==> src/rtl/alu_seq.sv <==
// Multi-cycle ALU: one-cycle arithmetic/logic, bit-serial shifts, shift-add unsigned multiply.
// Result, high product word and flags are held until the consumer takes them.
module alu_seq #(
  parameter int unsigned WIDTH = 8
) (
  input  logic             clk,
  input  logic             rst,
  input  logic             in_valid,
  output logic             in_ready,
  input  logic [3:0]       fun,
  input  logic [WIDTH-1:0] Ry,
  input  logic [WIDTH-1:0] Rx,
  output logic             out_valid,
  input  logic             out_ready,
  output logic [WIDTH-1:0] Result,
  output logic [WIDTH-1:0] Result_hi,
  output logic [3:0]       band
);

  localparam int unsigned CW = $clog2(WIDTH + 2);
  localparam logic [WIDTH:0] NMAX = (WIDTH + 1)'(WIDTH + 1);

  localparam logic [3:0] OP_ADD = 4'd0;
  localparam logic [3:0] OP_SUB = 4'd1;
  localparam logic [3:0] OP_SHL = 4'd2;
  localparam logic [3:0] OP_SHR = 4'd3;
  localparam logic [3:0] OP_NOT = 4'd4;
  localparam logic [3:0] OP_AND = 4'd5;
  localparam logic [3:0] OP_OR  = 4'd6;
  localparam logic [3:0] OP_XOR = 4'd7;
  localparam logic [3:0] OP_MUL = 4'd8;
  localparam logic [3:0] OP_ASR = 4'd9;

  typedef enum logic [1:0] {IDLE, BUSY, DONE} state_t;

  state_t           state_q, state_d;
  logic [3:0]       fun_q, fun_d;
  logic [WIDTH-1:0] opb_q, opb_d;
  logic [WIDTH-1:0] lo_q, lo_d;
  logic [WIDTH-1:0] hi_q, hi_d;
  logic [3:0]       band_q, band_d;
  logic [CW-1:0]    cnt_q, cnt_d;

  logic [WIDTH:0]   sum, diff, madd;
  logic [CW-1:0]    nsh;
  logic             c, v;

  assign in_ready  = (state_q == IDLE) & ~rst;
  assign out_valid = (state_q == DONE);
  assign Result    = lo_q;
  assign Result_hi = hi_q;
  assign band      = band_q;

  always_comb begin
    state_d = state_q;
    fun_d   = fun_q;
    opb_d   = opb_q;
    lo_d    = lo_q;
    hi_d    = hi_q;
    band_d  = band_q;
    cnt_d   = cnt_q;
    sum     = {1'b0, Ry} + {1'b0, Rx};
    diff    = {1'b0, Ry} - {1'b0, Rx};
    madd    = '0;
    c       = 1'b0;
    v       = 1'b0;
    nsh     = ({1'b0, Rx} > NMAX) ? CW'(WIDTH + 1) : CW'(Rx);

    unique case (state_q)
      IDLE: begin
        if (in_valid && in_ready) begin
          fun_d   = fun;
          opb_d   = Rx;
          hi_d    = '0;
          state_d = DONE;
          case (fun)
            OP_ADD: begin
              lo_d = sum[WIDTH-1:0];
              c    = sum[WIDTH];
              v    = (Ry[WIDTH-1] == Rx[WIDTH-1]) && (sum[WIDTH-1] != Ry[WIDTH-1]);
            end
            OP_SUB: begin
              lo_d = diff[WIDTH-1:0];
              c    = diff[WIDTH];
              v    = (Ry[WIDTH-1] != Rx[WIDTH-1]) && (diff[WIDTH-1] != Ry[WIDTH-1]);
            end
            OP_SHL, OP_SHR, OP_ASR: begin
              lo_d  = Ry;
              cnt_d = nsh;
              if (nsh != '0) state_d = BUSY;
            end
            OP_NOT:  lo_d = ~Rx;
            OP_AND:  lo_d = Ry & Rx;
            OP_OR:   lo_d = Ry | Rx;
            OP_XOR:  lo_d = Ry ^ Rx;
            OP_MUL: begin
              lo_d    = Ry;
              cnt_d   = CW'(WIDTH);
              state_d = BUSY;
            end
            default: lo_d = '0;
          endcase
          band_d = {v, c, lo_d[WIDTH-1], lo_d == '0};
        end
      end
      BUSY: begin
        cnt_d = cnt_q - CW'(1);
        if (cnt_q == CW'(1)) state_d = DONE;
        if (fun_q == OP_MUL) begin
          // Multiplier sits in lo and drains out the bottom as the product fills in from the top.
          madd   = lo_q[0] ? ({1'b0, hi_q} + {1'b0, opb_q}) : {1'b0, hi_q};
          hi_d   = madd[WIDTH:1];
          lo_d   = {madd[0], lo_q[WIDTH-1:1]};
          band_d = {1'b0, |hi_d, lo_d[WIDTH-1], lo_d == '0};
        end else begin
          case (fun_q)
            OP_SHL: begin
              c    = lo_q[WIDTH-1];
              lo_d = {lo_q[WIDTH-2:0], 1'b0};
            end
            OP_ASR: begin
              c    = lo_q[0];
              lo_d = {lo_q[WIDTH-1], lo_q[WIDTH-1:1]};
            end
            default: begin
              c    = lo_q[0];
              lo_d = {1'b0, lo_q[WIDTH-1:1]};
            end
          endcase
          band_d = {1'b0, c, lo_d[WIDTH-1], lo_d == '0};
        end
      end
      DONE: begin
        if (out_ready) state_d = IDLE;
      end
      default: state_d = IDLE;
    endcase
  end

  always_ff @(posedge clk) begin
    if (rst) begin
      state_q <= IDLE;
      fun_q   <= '0;
      opb_q   <= '0;
      lo_q    <= '0;
      hi_q    <= '0;
      band_q  <= '0;
      cnt_q   <= '0;
    end else begin
      state_q <= state_d;
      fun_q   <= fun_d;
      opb_q   <= opb_d;
      lo_q    <= lo_d;
      hi_q    <= hi_d;
      band_q  <= band_d;
      cnt_q   <= cnt_d;
    end
  end

endmodule
==> config.mk <==
export PLATFORM = sky130hd
export DESIGN_NAME = alu_seq
export DESIGN_NICKNAME = d
export VERILOG_FILES = /design/src/rtl/alu_seq.sv
export SDC_FILE = /design/constraint.sdc
export NUM_CORES = 1
export LEC_CHECK = 0
export ABC_AREA = 1
export BUFFER_PORTS_ARGS = -buffer_cell sky130_fd_sc_hd__buf_2
export CORE_ASPECT_RATIO = 0.6
export CORE_MARGIN = 3
export CORE_UTILIZATION = 52
export CTS_BUF_LIST = sky130_fd_sc_hd__clkbuf_16
export DETAILED_ROUTE_END_ITERATION = 10
export PLACE_DENSITY = 0.73
export SKIP_CTS_REPAIR_TIMING = 1
export SLEW_MARGIN = 30
export SYNTH_ARGS = -nofsm -noshare
export SYNTH_HDL_FRONTEND = slang
export SYNTH_SLANG_ARGS = --single-unit
==> constraint.sdc <==
create_clock -name clk -period 2.3 [get_ports clk]
set_input_delay 0.23 -clock clk [delete_from_list [all_inputs] [get_ports clk]]
set_output_delay 0.23 -clock clk [all_outputs]
set_load 0.005 [all_outputs]
==> tab_implementation.tex <==
\begin{tabular}{lr}
\hline
Metric & Value \\
\hline
\multicolumn{2}{l}{\textbf{CTS}} \\
\quad Root cell of the clock tree & sky130\_fd\_sc\_hd\_\_clkbuf\_16 \\
\quad Clk pin slew, worst setup/hold paths & around 0.060 ns \\
\quad CTS tree & built \\
\quad TritonCTS Sinks & 37 \\
\quad Maximum clock insertion buffer count & 2 \\
\quad Number of H-tree levels & 2 \\
\quad CTS buffer count & 5 \\
\quad Clock latency on the worst-skew pair & slightly below 0.3 ns \\
\multicolumn{2}{l}{\textbf{Synthesis}} \\
\quad Synth Register Bits & 37 \\
\quad Unique masters post-synth & 40 \\
\quad Number of synthesized flops with an enable pin & 0 \\
\quad Count of synthesis-stage warnings from yosys & 0 \\
\quad Cell area after synthesis & approximately 0.0036 mm\^{}2 \\
\quad Cells taking the most area after synthesis & sky130\_fd\_sc\_hd\_\_dfxtp\_1, sky130\_fd\_sc\_hd\_\_nand2\_1, sky130\_fd\_sc\_hd\_\_ha\_1, sky130\_fd\_sc\_hd\_\_nand3\_1, sky130\_fd\_sc\_hd\_\_inv\_1 \\
\quad Post-synthesis instance total & between 500 and 600 \\
\quad Synthesized area per cell & 6.09 um\^{}2 \\
\quad Largest area contributor in the synthesized netlist & sky130\_fd\_sc\_hd\_\_dfxtp\_1 \\
\quad Fraction of post-synthesis cell area in the top cell type by area & roughly a fifth \\
\quad Main flop type after synthesis & sky130\_fd\_sc\_hd\_\_dfxtp\_1 \\
\quad Portion of the post-synthesis area used by sequential elements & $\sim$20\% \\
\quad Nets in the synthesized netlist & 658 \\
\quad Proportion of register bits with asynchronous set or reset after synthesis & 0\% \\
\multicolumn{2}{l}{\textbf{Route}} \\
\quad First-pass DRT Iterations & 6 \\
\quad Via count & 4310 \\
\quad Average routed wire per standard cell & between 15 and 20 um \\
\quad Final ANT Viol Nets & 0 \\
\quad DRC viols & 0 \\
\quad Total wire length & approximately 12000 um \\
\quad DRC marker count from the first detailed-route iteration & $\sim$550 \\
\quad Avg Vias per Cell & 5.81 \\
\multicolumn{2}{l}{\textbf{Global route}} \\
\quad Total global-route track usage & 31.0\% \\
\quad M2 GR Usage & 41.0\% \\
\quad Via count of the first global-routing pass & 3853 \\
\quad GR Layer Usage met1 & just under 50\% \\
\quad Global-route wire length before repair & between 15000 and 20000 um \\
\quad Global-route track usage on met3 & roughly a tenth \\
\quad Most Crowded Layer GR & met1 \\
\quad GRT Residual Overflow & 0 \\
\quad Number of antenna violations at the first check in global routing & 0 \\
\quad Pin count of the biggest net entering global routing & 22 \\
\multicolumn{2}{l}{\textbf{Die}} \\
\quad Number of ports placed on the die boundary & 46 \\
\quad Core Area & around 0.0064 mm\^{}2 \\
\quad Die X-Extent & approximately 110 um \\
\quad Placement Rows & 22 \\
\quad Starting density of the core & 56.4\% \\
\quad Die area & 0.00806 mm\^{}2 \\
\quad Vertical die dimension & 70.8 um \\
\multicolumn{2}{l}{\textbf{Placement}} \\
\quad Weighted congestion reported at the end of routability-driven placement & around 1.0 \\
\quad Placed insts & approximately 740 \\
\quad I/O Buffers & 45 \\
\quad Placed wire-length estimate after detailed placement & between 9000 and 10000 um \\
\multicolumn{2}{l}{\textbf{Final layout}} \\
\quad Layout area overhead & 16.3\% \\
\quad Layout cell share with drive strength beyond 1 & approximately 15\% \\
\quad Net total in the final layout & 719 \\
\quad Count of antenna diodes in the layout & 0 \\
\quad Post-layout utilization of the core & between 60\% and 70\% \\
\quad Post-route insts no fill & about 740 \\
\multicolumn{2}{l}{\textbf{Min path}} \\
\quad Beginning of the worst hold path & fun[2] \\
\quad Class of the tightest hold or removal check & primary input to register \\
\multicolumn{2}{l}{\textbf{Pwr}} \\
\quad Power Total & 2.25 mW \\
\quad Portion of total power attributed to sequential cells & 34.2\% \\
\quad Net switching power & 0.852 mW \\
\quad Total power per unit cell area & between 500 and 600 mW/mm\^{}2 \\
\quad Sw Share & between 30\% and 40\% \\
\quad Leakage power summed over all cells & 2.14 nW \\
\quad Part of the total power dissipated in the clock network & a little under 30\% \\
\quad Combinational share of power & between 30\% and 40\% \\
\quad IR drop worst, VDD & 0.435 mV \\
\quad Cell-internal power & between 1 and 1.5 mW \\
\multicolumn{2}{l}{\textbf{Timing}} \\
\quad Hold violation total from the final report & 0 \\
\quad Least-Margin Pin Slew & just under 0.6 ns \\
\quad Count of pins over their slew limit & 0 \\
\quad Final sum of negative setup slack & 0 ns \\
\quad Relative slew slack & 60.1\% \\
\quad Highest attainable clock frequency & 459 MHz \\
\quad RSZ-0062 raised after global routing & false \\
\quad Fraction of the cycle the final worst path needs & a little over nine tenths \\
\quad Endpoints failing setup & 0 \\
\quad Min Tclk post-route & 2.18 ns \\
\quad Worst clock skew on the final layout & approximately 0.0038 ns \\
\multicolumn{2}{l}{\textbf{Critical path}} \\
\quad Type of the worst setup path & register to register \\
\quad Start point of the critical path & Result\_hi[0] \\
\quad Slack of the worst reg-to-reg path & between 0.1 and 0.15 ns \\
\quad Worst EP required & approximately 2.5 ns \\
\quad Launching point of the worst reg2reg path & Result\_hi[0] \\
\quad Crit path launch type & register \\
\quad Kind of capture point of the worst setup path & register \\
\quad Data arrival time of the worst path & 2.35 ns \\
\quad Maximum fanout along the worst path & 4 \\
\multicolumn{2}{l}{\textbf{Job}} \\
\quad Max-capacitance violation count & 0 \\
\multicolumn{2}{l}{\textbf{Outcome}} \\
\quad Status & completed \\
\hline
\end{tabular}
cell families after synthesis:
group,share of synthesized area [%]
compound gates,16.2
xor+xnor,0.482
fa+ha+maj,13.4
buf+inv,11.4
flops,20.4
simple gates,38.3
area by class of cell:
class / instances / area, um^2
Inverter: 82 / 308
Fill cell: 632 / 2220
Sequential cell: 37 / 741
Multi-Input combinational cell: 458 / 2500
Timing Repair Buffer: 74 / 443
Clock buffer: 5 / 125
Tap cell: 84 / 105
Clock inverter: 2 / 7.51
synth_stat cells (4+ instances only):
cell type / n
sky130_fd_sc_hd__a21oi_1: 36
sky130_fd_sc_hd__a31oi_1: 7
sky130_fd_sc_hd__buf_2: 6
sky130_fd_sc_hd__buf_4: 4
sky130_fd_sc_hd__clkbuf_1: 9
sky130_fd_sc_hd__dfxtp_1: 37
sky130_fd_sc_hd__ha_1: 34
sky130_fd_sc_hd__inv_1: 80
sky130_fd_sc_hd__nand2_1: 147
sky130_fd_sc_hd__nand3_1: 70
sky130_fd_sc_hd__nand3b_1: 5
sky130_fd_sc_hd__nand4_1: 12
sky130_fd_sc_hd__nor2_1: 54
sky130_fd_sc_hd__nor3_1: 8
sky130_fd_sc_hd__o21ai_0: 41
sky130_fd_sc_hd__or2_2: 9
power by group through the flow:
| stage | combinational [mW] | clock [mW] | sequential (mW) |
|---|---|---|---|
| global placement | 0.782 | 0 | 0.774 |
| global route | 0.918 | 0.687 | 0.775 |
| floorplan | 0.528 | 0 | 0.762 |
| finish | 0.827 | 0.655 | 0.769 |
| detailed placement | 0.796 | 0 | 0.777 |
| CTS | 0.803 | 0.657 | 0.764 |
final timing paths:
check,to,cells past startpoint
min reg2reg,band[3],2
max,band[2],10
max reg2reg,band[2],10
min,fun_q[2],3
flip-flops by register name, indices dropped and copies added, names as in the netlist:
signal	cells
Result	7
opb_q	8
fun_q	4
cnt_q	4
band	4
state_q	2
Result_hi	8
routing by layer:
metal	part of all wire (%)	wire, um
met5	0	0
met4	1.2	153
met3	14	1730
met2	37	4590
met1	48	6000
worst max-delay path, cell delays in order, from the launching register on:
cell,delay [ns]
sky130_fd_sc_hd__dfxtp_1,0.42
sky130_fd_sc_hd__ha_4,0.18
sky130_fd_sc_hd__inv_1,0.05
sky130_fd_sc_hd__fa_1,0.48
sky130_fd_sc_hd__o21ai_0,0.13
sky130_fd_sc_hd__nor3_1,0.28
sky130_fd_sc_hd__nand3_1,0.16
sky130_fd_sc_hd__nor2_1,0.15
sky130_fd_sc_hd__nand4_1,0.09
sky130_fd_sc_hd__nand2_1,0.07
sky130_fd_sc_hd__a21oi_1,0.05
cells in the final DEF, fill, tap and decap left out, types with 5 or more instances in the layout:
master                      instances
sky130_fd_sc_hd__nand3b_1           5
sky130_fd_sc_hd__nor3_1             8
sky130_fd_sc_hd__inv_1             81
sky130_fd_sc_hd__nand2_1          147
sky130_fd_sc_hd__buf_2             45
sky130_fd_sc_hd__or2_2              9
sky130_fd_sc_hd__buf_4             29
sky130_fd_sc_hd__dfxtp_1           37
sky130_fd_sc_hd__nand4_1           12
sky130_fd_sc_hd__nor2_1            54
sky130_fd_sc_hd__o21ai_0           41
sky130_fd_sc_hd__nand3_1           70
sky130_fd_sc_hd__a31oi_1            7
sky130_fd_sc_hd__ha_1              33
sky130_fd_sc_hd__a21oi_1           35
sky130_fd_sc_hd__clkbuf_16          5
stage by stage:
stage	setup slack (ns)	hold slack (ns)	instance area, um^2
2_1_floorplan	0.403	0.399	3630
3_3_place_gp	0.0417	0.454	4080
3_5_place_dp	0.0380	0.460	4080
4_1_cts	0.141	0.292	4210
5_1_grt	0.0131	0.329	4230
6_report	0.124	0.299	4230
Power figures use the tool's default switching activity.
